==> config.mk <==
export PLATFORM = sky130hd
export DESIGN_NAME = instr_fetch_flat
export DESIGN_NICKNAME = d
export VERILOG_FILES = /design/src/rtl/instr_fetch_if.sv /design/src/rtl/instr_fetch.sv /design/src/flat_wrapper.sv
export SDC_FILE = /design/constraint.sdc
export NUM_CORES = 1
export LEC_CHECK = 0
export CORE_MARGIN = 3
export CORE_UTILIZATION = 55
export CTS_BUF_LIST = sky130_fd_sc_hd__clkbuf_8
export DETAILED_ROUTE_END_ITERATION = 7
export DONT_BUFFER_PORTS = 1
export PLACE_DENSITY = 0.7
export SLEW_MARGIN = 25
export SYNTH_ARGS = -nofsm -noshare
export SYNTH_HDL_FRONTEND = slang
export SYNTH_SLANG_ARGS = --single-unit
export TNS_END_PERCENT = 5
==> constraint.sdc <==
create_clock -name clk -period 8.5 [get_ports clk]
set_input_delay 0.425 -clock clk [delete_from_list [all_inputs] [get_ports clk]]
set_output_delay 0.425 -clock clk [all_outputs]
set_load 0.02 [all_outputs]
==> src/rtl/instr_fetch_if.sv <==
// Bundle of fetch-unit handshakes: imem request/response, redirect, and the decode-facing output.
// MISALIGN_EXC_EN adds the out_misalign flag alongside the output word.
interface instr_fetch_if;
    logic        imem_req_valid;
    logic        imem_req_ready;
    logic [31:0] imem_req_addr;
    logic        imem_rsp_valid;
    logic [31:0] imem_rsp_data;
    logic        redirect_valid;
    logic [31:0] redirect_pc;
    logic        out_valid;
    logic        out_ready;
    logic [31:0] out_instr;
    logic [31:0] out_pc;
`ifdef MISALIGN_EXC_EN
    logic        out_misalign;
`endif

    modport master (
`ifdef MISALIGN_EXC_EN
        output out_misalign,
`endif
        output imem_req_valid, imem_req_addr, out_valid, out_instr, out_pc,
        input  imem_req_ready, imem_rsp_valid, imem_rsp_data, redirect_valid, redirect_pc, out_ready
    );

    modport slave (
`ifdef MISALIGN_EXC_EN
        input  out_misalign,
`endif
        input  imem_req_valid, imem_req_addr, out_valid, out_instr, out_pc,
        output imem_req_ready, imem_rsp_valid, imem_rsp_data, redirect_valid, redirect_pc, out_ready
    );
endinterface

==> src/rtl/instr_fetch.sv <==
// Instruction fetch: PC owner, credit-limited imem requests, DEPTH-entry output FIFO, redirect squash.
// Optional MISALIGN_EXC_EN: misaligned redirect halts fetch and emits one flagged nop entry.
module instr_fetch #(
    parameter logic [31:0] RESET_PC = 32'h0000_0000,
    parameter int          DEPTH    = 2
) (
    input  logic          clk,
    input  logic          rst,
    instr_fetch_if.master bus
);
    localparam int AW  = $clog2(DEPTH);
    localparam int CW  = $clog2(DEPTH + 1);
    localparam int CRW = CW + 2;

    typedef enum logic {RUN, HALT} state_e;

    state_e                 state_q, state_d;
    logic [31:0]            fetch_pc_q, fetch_pc_d;
    logic [CW-1:0]          inflight_q, inflight_d, drop_q, drop_d, cnt_q, cnt_d;
    logic [AW-1:0]          rd_q, rd_d, wr_q, wr_d, prd_q, prd_d, pwr_q, pwr_d;
    logic [DEPTH-1:0][31:0] f_pc_q, f_pc_d, f_instr_q, f_instr_d, pcq_q, pcq_d;
`ifdef MISALIGN_EXC_EN
    logic [DEPTH-1:0]       f_mis_q, f_mis_d;
    logic                   pend_q, pend_d;
    logic [31:0]            halt_pc_q, halt_pc_d;
    logic                   push_mis;
`endif
    logic [CRW-1:0]         used;
    logic                   req_hs, rsp, pop, push;
    logic [31:0]            push_pc, push_instr;

    // Every slot already in flight, squashed, or buffered consumes one FIFO credit.
    assign used   = CRW'(inflight_q) + CRW'(drop_q) + CRW'(cnt_q);
    assign bus.imem_req_valid = !rst && (state_q == RUN) && (used < CRW'(DEPTH));
    assign bus.imem_req_addr  = fetch_pc_q;
    assign bus.out_valid      = (cnt_q != '0);
    assign bus.out_pc         = f_pc_q[rd_q];
    assign bus.out_instr      = f_instr_q[rd_q];
`ifdef MISALIGN_EXC_EN
    assign bus.out_misalign   = f_mis_q[rd_q];
`endif

    assign req_hs = bus.imem_req_valid && bus.imem_req_ready;
    assign rsp    = bus.imem_rsp_valid;
    assign pop    = bus.out_valid && bus.out_ready;

    always_comb begin
        state_d    = state_q;
        fetch_pc_d = fetch_pc_q;
        inflight_d = inflight_q;
        drop_d     = drop_q;
        cnt_d      = cnt_q;
        rd_d       = rd_q;
        wr_d       = wr_q;
        prd_d      = prd_q;
        pwr_d      = pwr_q;
        f_pc_d     = f_pc_q;
        f_instr_d  = f_instr_q;
        pcq_d      = pcq_q;
        push       = 1'b0;
        push_pc    = pcq_q[prd_q];
        push_instr = bus.imem_rsp_data;
`ifdef MISALIGN_EXC_EN
        f_mis_d    = f_mis_q;
        pend_d     = pend_q;
        halt_pc_d  = halt_pc_q;
        push_mis   = 1'b0;
`endif
        if (bus.redirect_valid) begin
            // Everything outstanding, including this cycle's request, becomes a squash credit.
            fetch_pc_d = bus.redirect_pc & 32'hFFFF_FFFC;
            drop_d     = drop_q + inflight_q + CW'(req_hs) - CW'(rsp);
            inflight_d = '0;
            cnt_d      = '0;
            rd_d       = '0;
            wr_d       = '0;
            prd_d      = '0;
            pwr_d      = '0;
`ifdef MISALIGN_EXC_EN
            halt_pc_d  = bus.redirect_pc;
            pend_d     = |bus.redirect_pc[1:0];
            state_d    = (|bus.redirect_pc[1:0]) ? HALT : RUN;
`endif
        end else begin
            inflight_d = inflight_q + CW'(req_hs) - CW'(rsp && (drop_q == '0));
            if (req_hs) begin
                fetch_pc_d   = fetch_pc_q + 32'd4;
                pcq_d[pwr_q] = fetch_pc_q;
                pwr_d        = pwr_q + AW'(1);
            end
            if (rsp) begin
                if (drop_q != '0) begin
                    drop_d = drop_q - CW'(1);
                end else begin
                    push  = 1'b1;
                    prd_d = prd_q + AW'(1);
                end
            end
`ifdef MISALIGN_EXC_EN
            // No requests issue in HALT, so once squashes drain the FIFO is empty.
            if (state_q == HALT && pend_q && drop_q == '0) begin
                push       = 1'b1;
                push_pc    = halt_pc_q;
                push_instr = 32'h0000_0013;
                push_mis   = 1'b1;
                pend_d     = 1'b0;
            end
`endif
            if (push) begin
                f_pc_d[wr_q]    = push_pc;
                f_instr_d[wr_q] = push_instr;
`ifdef MISALIGN_EXC_EN
                f_mis_d[wr_q]   = push_mis;
`endif
                wr_d            = wr_q + AW'(1);
            end
            if (pop) rd_d = rd_q + AW'(1);
            cnt_d = cnt_q + CW'(push) - CW'(pop);
        end
    end

    always_ff @(posedge clk) begin
        if (rst) begin
            state_q    <= RUN;
            fetch_pc_q <= RESET_PC;
            inflight_q <= '0;
            drop_q     <= '0;
            cnt_q      <= '0;
            rd_q       <= '0;
            wr_q       <= '0;
            prd_q      <= '0;
            pwr_q      <= '0;
            f_pc_q     <= '0;
            f_instr_q  <= '0;
            pcq_q      <= '0;
`ifdef MISALIGN_EXC_EN
            f_mis_q    <= '0;
            pend_q     <= 1'b0;
            halt_pc_q  <= '0;
`endif
        end else begin
            state_q    <= state_d;
            fetch_pc_q <= fetch_pc_d;
            inflight_q <= inflight_d;
            drop_q     <= drop_d;
            cnt_q      <= cnt_d;
            rd_q       <= rd_d;
            wr_q       <= wr_d;
            prd_q      <= prd_d;
            pwr_q      <= pwr_d;
            f_pc_q     <= f_pc_d;
            f_instr_q  <= f_instr_d;
            pcq_q      <= pcq_d;
`ifdef MISALIGN_EXC_EN
            f_mis_q    <= f_mis_d;
            pend_q     <= pend_d;
            halt_pc_q  <= halt_pc_d;
`endif
        end
    end
endmodule

==> src/flat_wrapper.sv <==
// flat-port wrapper written by rule: the top's interface ports become plain ports
module instr_fetch_flat 
#(
    parameter logic [31:0] RESET_PC = 32'h0000_0000,
    parameter int          DEPTH    = 2
)
  (clk, rst, bus_imem_req_valid, bus_imem_req_addr, bus_out_valid, bus_out_instr, bus_out_pc, bus_imem_req_ready, bus_imem_rsp_valid, bus_imem_rsp_data, bus_redirect_valid, bus_redirect_pc, bus_out_ready);
  instr_fetch_if bus_i ();
  input  logic clk;
  input  logic rst;
  output wire logic [$bits(bus_i.imem_req_valid)-1:0] bus_imem_req_valid;
  output wire logic [$bits(bus_i.imem_req_addr)-1:0] bus_imem_req_addr;
  output wire logic [$bits(bus_i.out_valid)-1:0] bus_out_valid;
  output wire logic [$bits(bus_i.out_instr)-1:0] bus_out_instr;
  output wire logic [$bits(bus_i.out_pc)-1:0] bus_out_pc;
  input wire logic [$bits(bus_i.imem_req_ready)-1:0] bus_imem_req_ready;
  input wire logic [$bits(bus_i.imem_rsp_valid)-1:0] bus_imem_rsp_valid;
  input wire logic [$bits(bus_i.imem_rsp_data)-1:0] bus_imem_rsp_data;
  input wire logic [$bits(bus_i.redirect_valid)-1:0] bus_redirect_valid;
  input wire logic [$bits(bus_i.redirect_pc)-1:0] bus_redirect_pc;
  input wire logic [$bits(bus_i.out_ready)-1:0] bus_out_ready;
  assign bus_imem_req_valid = bus_i.imem_req_valid;
  assign bus_imem_req_addr = bus_i.imem_req_addr;
  assign bus_out_valid = bus_i.out_valid;
  assign bus_out_instr = bus_i.out_instr;
  assign bus_out_pc = bus_i.out_pc;
  assign bus_i.imem_req_ready = bus_imem_req_ready;
  assign bus_i.imem_rsp_valid = bus_imem_rsp_valid;
  assign bus_i.imem_rsp_data = bus_imem_rsp_data;
  assign bus_i.redirect_valid = bus_redirect_valid;
  assign bus_i.redirect_pc = bus_redirect_pc;
  assign bus_i.out_ready = bus_out_ready;
  instr_fetch #(.RESET_PC(RESET_PC), .DEPTH(DEPTH)) u_core (.clk(clk), .rst(rst), .bus(bus_i));
endmodule
==> results of run 1 <==
-- through the flow --
stage	power [W]	hold WS, ns
6_report	0.002660	0.03933
3_5_place_dp	0.001745	0.4383
3_3_place_gp	0.001737	0.4344
5_1_grt	0.002809	0.005280
4_1_cts	0.002689	0.0009738
2_1_floorplan	0.001656	0.4329
-- registers in the layout (all words and copies together) (netlist names) --
| register | count |
|---|---|
| u_core.pwr_q | 1 |
| u_core.f_instr_q | 64 |
| u_core.wr_q | 1 |
| u_core.bus.imem_req_addr | 30 |
| u_core.f_pc_q | 60 |
| u_core.prd_q | 1 |
| u_core.pcq_q | 60 |
| u_core.rd_q | 1 |
| u_core.inflight_q | 2 |
| u_core.cnt_q | 2 |
| u_core.drop_q | 2 |
-- layout make-up --
class,instances,area share (%)
Clock buffer,47,6.040
Multi-Input combinational cell,810,44.95
Inverter,19,0.6660
Tap cell,220,2.570
Clock inverter,17,0.6543
Timing Repair Buffer,35,3.225
Sequential cell,224,41.90
-- metal layers --
layer / up-vias / wire, um / GRT usage [%]
met5: - / 13 / 0
met4: 2 / 419 / 6.488
met3: 39 / 1910 / 7.931
met2: 265 / 10340 / 34.93
met1: 3557 / 10790 / 32.73
li1: 3898 / - / -
-- power breakdown --
part	internal [W]	switching (W)	leakage, nW	total (W)
Combinational	0.000191	0.000330	1.42	0.000521
Sequential	0.00114	0.0000938	1.82	0.00123
Clock	0.000495	0.000414	0.421	0.000910
-- worst max-delay path, cell delays in order, from the launching register on --
cell and delay (ns):
dfxtp_1 0.34, ha_1 0.20, fa_1 0.50, inv_1 0.06, fa_1 0.50, nand4b_1 0.35
o2111ai_4 0.38, nand2b_1 0.33, inv_2 0.14, fa_1 0.45, xnor2_1 0.21, xnor2_1 0.08
a21oi_1 0.14, nor2_1 0.05
-- placed cells by master, fill, tap and decap left out, types with 4 or more instances in the layout --
cell type / n
xor2_1: 4
dlygate4sd3_1: 25
ha_1: 10
and3_1: 7
a21oi_1: 132
mux2i_1: 31
conb_1: 4
nor4_1: 5
inv_1: 29
mux2_2: 62
nor3_1: 5
clkinv_2: 5
clkbuf_8: 47
dfxtp_1: 222
nand4_1: 8
a211oi_1: 71
nand3_1: 10
o21ai_0: 11
a31oi_1: 4
and2_1: 5
buf_4: 9
nor2_1: 86
xnor2_1: 25
nand2_1: 272
-- logic make-up (layout without fill, tap and decap cells) --
logic type / count (synthesis) / count (layout) / share of synthesized area [%]
buffers and inverters: 110 / 118 / 4.450
AO/OA/AOI/OAI: 245 / 245 / 15.66
XOR/XNOR: 29 / 29 / 2.619
multiplexers: 93 / 93 / 10.40
flip-flops: 224 / 224 / 46.23
other: 1 / 4 / 0.03866
adder cells (fa/ha/maj): 13 / 13 / 1.909
AND/OR/NAND/NOR: 426 / 426 / 18.69
-- worst max path at each step --
stage / start / end / slack [ns] / cells past startpoint
floorplan: u_core.inflight_q[0] / u_core.drop_q[1] / 5.13 / 13
detailed placement: u_core.inflight_q[0] / u_core.drop_q[1] / 4.72 / 13
CTS: u_core.inflight_q[0] / u_core.drop_q[1] / 4.67 / 13
global placement: u_core.inflight_q[0] / u_core.drop_q[1] / 4.76 / 13
global route: u_core.inflight_q[0] / u_core.drop_q[1] / 4.39 / 13
finish: u_core.inflight_q[0] / u_core.drop_q[1] / 4.64 / 13
==> qor.txt, run 1 <==
Post-synth EDFFs -> 0
Multi-input gate area -> 4813 sq um
Non-Filler Instances -> 1372
Clock slew at reported path FFs -> 0.05 ns
Seq/Total Area, Yosys -> 46.23%
Longest Clk Path Bufs -> 3
Largest cells by area after synthesis -> dfxtp_1 46%, nand2_1 11%, mux2_2 7.2%
Detail Route Antenna Nets -> 0
Final HPWL DP -> 14050 um
ANT cells -> 0
Hold WC Path Type -> input port to flip-flop
Area leader, netlist -> dfxtp_1
Most common library cells after synthesis -> 272 x nand2_1, 224 x dfxtp_1, 132 x a21oi_1, 88 x nor2_1, 73 x clkbuf_1
Core Rows -> 47
Clock root buffer -> clkbuf_8
Worst Hold Depth -> 2
Core Area -> 16940 sq um
Vias -> 7761
First-pass GRT wire length -> 37940 um
Setup slack, reg-to-reg -> 4.64 ns
DR iter-0 viols -> 451
GPL Wtd Cong -> 0.8305
Placed instance area -> 9708 sq um
VDD IR-drop max -> 0.0002356 V
Post-CTS setup buffer count -> 0
Fin util -> 63.23%
Vias per inst -> 5.657
Drt drc -> 0
Dpl ws -> 4.724 ns
Final Setup Violations -> 0
Grt ovf -> 0
Vias in the first global route -> 7167
CP arrival -> 4.24 ns
Cts bufs inserted -> 39
Fin crit share -> 45.42%
Routed wire length per instance -> 17.11 um
Achievable Freq -> 259.0 MHz
Clk sinks -> 224
Most used DFF post-synth -> dfxtp_1
Netlist cell types -> 59
RSZ-0062 raised after global routing -> false
Hold_sp -> bus_imem_rsp_data[28]
Worst-skew pair later-pin latency -> 0.52 ns
CTS tree -> yes
Cts hold-fix bufs -> 26
Tmin final -> 3.861 ns
Placed cells -> 1282
Critical path class -> flip-flop to flip-flop
Post-CTS sizing -> 0
Post-route cell area -> 10710 sq um
Most common cell in the synthesized netlist -> nand2_1
CP required -> 8.87 ns
Share of layout cells above drive strength 1 -> 12.93%
Synthesized flop and latch total -> 224
Leak -> 3.661 nW
Worst setup EP type -> flip-flop
Max-Cap Viols -> 0
CP Launch Type -> flip-flop
Max Fanout on Critical Path -> 17
Total negative slack -> 0 ns
Buffers on Ports -> 0
Ports -> 168
Die span in y -> 138.8 um
Power per cell area -> 248.4 nW/um^2
Synth Instances -> 1141
DIE WIDTH -> 138.8 um
Synthesized area -> 9699 sq um
YS warnings -> 0
Terminus of the critical flop-to-flop path -> u_core.drop_q[1]
Die area -> 19260 sq um
DR pass1 iterations -> 5
Max Clock Skew -> 0.01213 ns
Initial Util -> 57.27%
Final worst setup slack -> 4.639 ns
FF-to-FF path depth -> 13
GR Util All Layers -> 23.46%
Crit Reg-Reg Startpoint -> u_core.inflight_q[0]
Max-slew headroom -> 31.25%
Worst slew pin tran -> 1.031 ns
Final wirelength -> 23480 um
Share of the synthesized area in the top cell type -> 46.23%
Async set-reset flop share out of synthesis -> 0%
Sequential standard cell area -> 4487 sq um
Worst hold path endpoint -> u_core.f_instr_q[60]
# fillers -> 1528
Outcome -> finished clean
Synth-to-Final Area Change -> 10.41%
Largest net degree at the start of global routing -> 195
Final count of pins violating max slew -> 0
Initial antenna violation count -> 1
Final hold violations -> 0
H-tree depth -> 2
Net count, final -> 1212
Syn avg cell area -> 8.501 sq um
No activity file was read; power rests on OpenSTA's default activity.
==> run 2, diff against run 1 <==
--- a/config.mk
+++ b/config.mk
@@ -5,6 +5,7 @@
 export SDC_FILE = /design/constraint.sdc
 export NUM_CORES = 1
 export LEC_CHECK = 0
+export ABC_AREA = 1
 export CORE_MARGIN = 3
 export CORE_UTILIZATION = 55
 export CTS_BUF_LIST = sky130_fd_sc_hd__clkbuf_8
==> constraint.sdc (replaced) <==
create_clock -name clk -period 4 [get_ports clk]
set_input_delay 0.2 -clock clk [delete_from_list [all_inputs] [get_ports clk]]
set_output_delay 0.2 -clock clk [all_outputs]
set_load 0.02 [all_outputs]
==> run 2 against run 1 <==
Net effect: synthesized area is 6.9% higher; worst hold slack better by 0.0052 ns; wire length is 19% higher; critical path depth stayed put; power is 98% higher; first-iteration DRC count is 33% higher; flip-flop and latch count stayed put; clock skew is 0.0045 ns higher; critical endpoint unchanged; largest power group unchanged.
==> qor.txt, run 2 <==
Outcome -> finished clean
Ports -> 168
CP arrival -> 4.12 ns
Clk sinks -> 224
Worst slew pin tran -> 0.9537 ns
H-tree depth -> 2
Final hold violations -> 0
Share of layout cells above drive strength 1 -> 5.000%
CTS tree -> yes
# fillers -> 1740
Post-CTS sizing -> 0
Fin util -> 64.44%
Fraction of synthesized area in multiplexers -> 0%
Largest family of logic cells by synthesized area -> simple AND/OR/NAND/NOR gates
Initial antenna violation count -> 0
Cts bufs inserted -> 38
Sum of buffers and inverters on the critical path -> 4
VDD IR-drop max -> 0.0002520 V
Placed cells -> 1732
Synth Area in Simple Gates -> 31.35%
Post-synth EDFFs -> 0
Clock slew at reported path FFs -> 0.07 ns
Most common cell after layout, fill and taps aside -> nand2_1
CP Launch Type -> flip-flop
Hold WC Path Type -> input port to flip-flop
Max-Cap Viols -> 0
Share of the synthesized area in the top cell type -> 43.23%
Worst-skew pair later-pin latency -> 0.53 ns
DIE WIDTH -> 143.3 um
Drt drc -> 0
Post-synthesis adder-cell area fraction -> 1.785%
Most frequent cells in the layout -> 464 x nand2_1, 315 x nor2_1, 223 x dfxtp_1
Largest net degree at the start of global routing -> 93
Slowest CP cell -> dlygate4sd3_1
Synthesized area -> 10370 sq um
Syn avg cell area -> 6.544 sq um
Routed wire length per instance -> 14.96 um
GR Util All Layers -> 26.89%
Area leader, netlist -> dfxtp_1
DR pass1 iterations -> 5
Max Fanout on Critical Path -> 15
Largest register FFs -> 64
Critical path's top delay family -> adder cells
Most common cell in the synthesized netlist -> nand2_1
Post-CTS setup buffer count -> 0
Most used DFF post-synth -> dfxtp_1
Final count of pins violating max slew -> 0
ANT cells -> 0
Grt ovf -> 0
Detail Route Antenna Nets -> 0
Hold_sp -> rst
Worst setup EP type -> flip-flop
Crit Reg-Reg Startpoint -> u_core.inflight_q[0]
Max Clock Skew -> 0.01667 ns
Non-Filler Instances -> 1869
Final wirelength -> 27960 um
Synth Instances -> 1585
Largest cells by area after synthesis -> dfxtp_1 43%, nand2_1 17%, nor2_1 11%
Tmin final -> 3.651 ns
Xor/xnor share of the synthesized area -> 0.7600%
Achievable Freq -> 273.9 MHz
Vias -> 9929
First-pass GRT wire length -> 45480 um
Crit path launch -> u_core.inflight_q[0]
Async set-reset flop share out of synthesis -> 0%
Largest stage delay, worst path -> 0.56 ns
Most common library cells after synthesis -> 464 x nand2_1, 315 x nor2_1, 224 x dfxtp_1, 137 x o21ai_0, 99 x inv_1
Vias per inst -> 5.312
Total negative slack -> 0 ns
Power per cell area -> 446.6 nW/um^2
Longest Clk Path Bufs -> 3
CP required -> 4.47 ns
Largest Register -> u_core.f_instr_q
Synth-to-Final Area Change -> 13.51%
Synth Area in Compound Gates -> 14.87%
Core Area -> 18270 sq um
Core Rows -> 49
Setup slack, reg-to-reg -> 0.35 ns
Final HPWL DP -> 17030 um
GPL Wtd Cong -> 0.9477
Vias in the first global route -> 9196
Critical path class -> flip-flop to flip-flop
Max-slew headroom -> 35.75%
Worst-path cell chain -> ha_1, fa_1, inv_1, fa_1, inv_1, nand2_1, nand3_2, inv_1, fa_1, xnor2_1, nand2_1, a31oi_1, dlygate4sd3_1
DR iter-0 viols -> 600
Largest regs -> u_core.f_instr_q x64, u_core.f_pc_q x60, u_core.pcq_q x60
Net count, final -> 1698
Synthesized flop and latch total -> 224
Initial Util -> 56.77%
Die area -> 20540 sq um
RSZ-0062 raised after global routing -> false
Clock root buffer -> clkbuf_8
Die span in y -> 143.3 um
Netlist cell types -> 33
Final Setup Violations -> 0
Leak -> 5.176 nW
YS warnings -> 0
Buffers on Ports -> 0
Seq/Total Area, Yosys -> 43.23%
Fin crit share -> 91.28%
==> run 2: changes by cell type after synthesis, sizes merged, moves of 8 or more <==
cell and change:
a21oi -37, buf +14, and3 -8, nand2 +193, nor2 +231, mux2i -31
nand3 +29, o21ai +190, inv +84, a211oi -70, mux2 -62, xnor2 -18
==> run 2: path summary, 6_finish.rpt <==
check	endpoint	depth (start not counted)
setup / recovery	u_core.drop_q[1]	13
setup reg to reg	u_core.drop_q[1]	13
hold reg to reg	u_core.f_pc_q[13]	2
hold / removal	u_core.f_pc_q[61]	2
==> run 2: final cells by class <==
type | count | area (sq um) | share of cell area [%]
Multi-Input combinational cell | 1162 | 5086 | 43.20
Clock buffer | 42 | 578.1 | 4.910
Clock inverter | 23 | 100.1 | 0.8502
Tap cell | 229 | 286.5 | 2.434
Sequential cell | 224 | 4486 | 38.10
Timing Repair Buffer | 85 | 845.8 | 7.184
Inverter | 104 | 391.6 | 3.326
==> run 2: what timing repair did <==
action | in CTS | in global routing
endpoints found under the setup margin | 0 | 0
hold endpoints to repair | 135 | 0
hold buffers | 72 | 0
==> run 2: through the flow <==
| step | hold WS, ns | setup slack [ns] | total power, W | area [sq um] |
|---|---|---|---|---|
| floorplan | 0.3349 | 0.9845 | 0.003195 | 10380 |
| global placement | 0.2757 | 0.7646 | 0.003341 | 10350 |
| detailed placement | 0.2758 | 0.7251 | 0.003356 | 10350 |
| CTS | 0.01534 | 0.3776 | 0.005293 | 11770 |
| global route | 0.03566 | 0.1277 | 0.005546 | 11770 |
| finish | 0.04457 | 0.3489 | 0.005258 | 11770 |
==> run 2: per-layer routing <==
metal / global-route usage (%) / vias up / share of wire, %
met4: 7.978 / 0 / 2.1
met5: 0 / - / 0
met2: 45.15 / 326 / 46
met3: 6.755 / 50 / 8.0
met1: 34.42 / 4520 / 44
li1: - / 5033 / -
==> run 2: cells by family after synthesis <==
group | count (synthesis)
AND/OR/NAND/NOR | 833
AO/OA/AOI/OAI | 303
flip-flops | 224
buffers and inverters | 202
adder cells (fa/ha/maj) | 13
XOR/XNOR | 9
other | 1
==> run 2: power by group <==
group	total, W	internal (W)	switching, W
Sequential	0.00254	0.00239	0.000152
Combinational	0.000860	0.000272	0.000588
Clock	0.00186	0.000961	0.000896
Total	0.00526	0.00362	0.00164
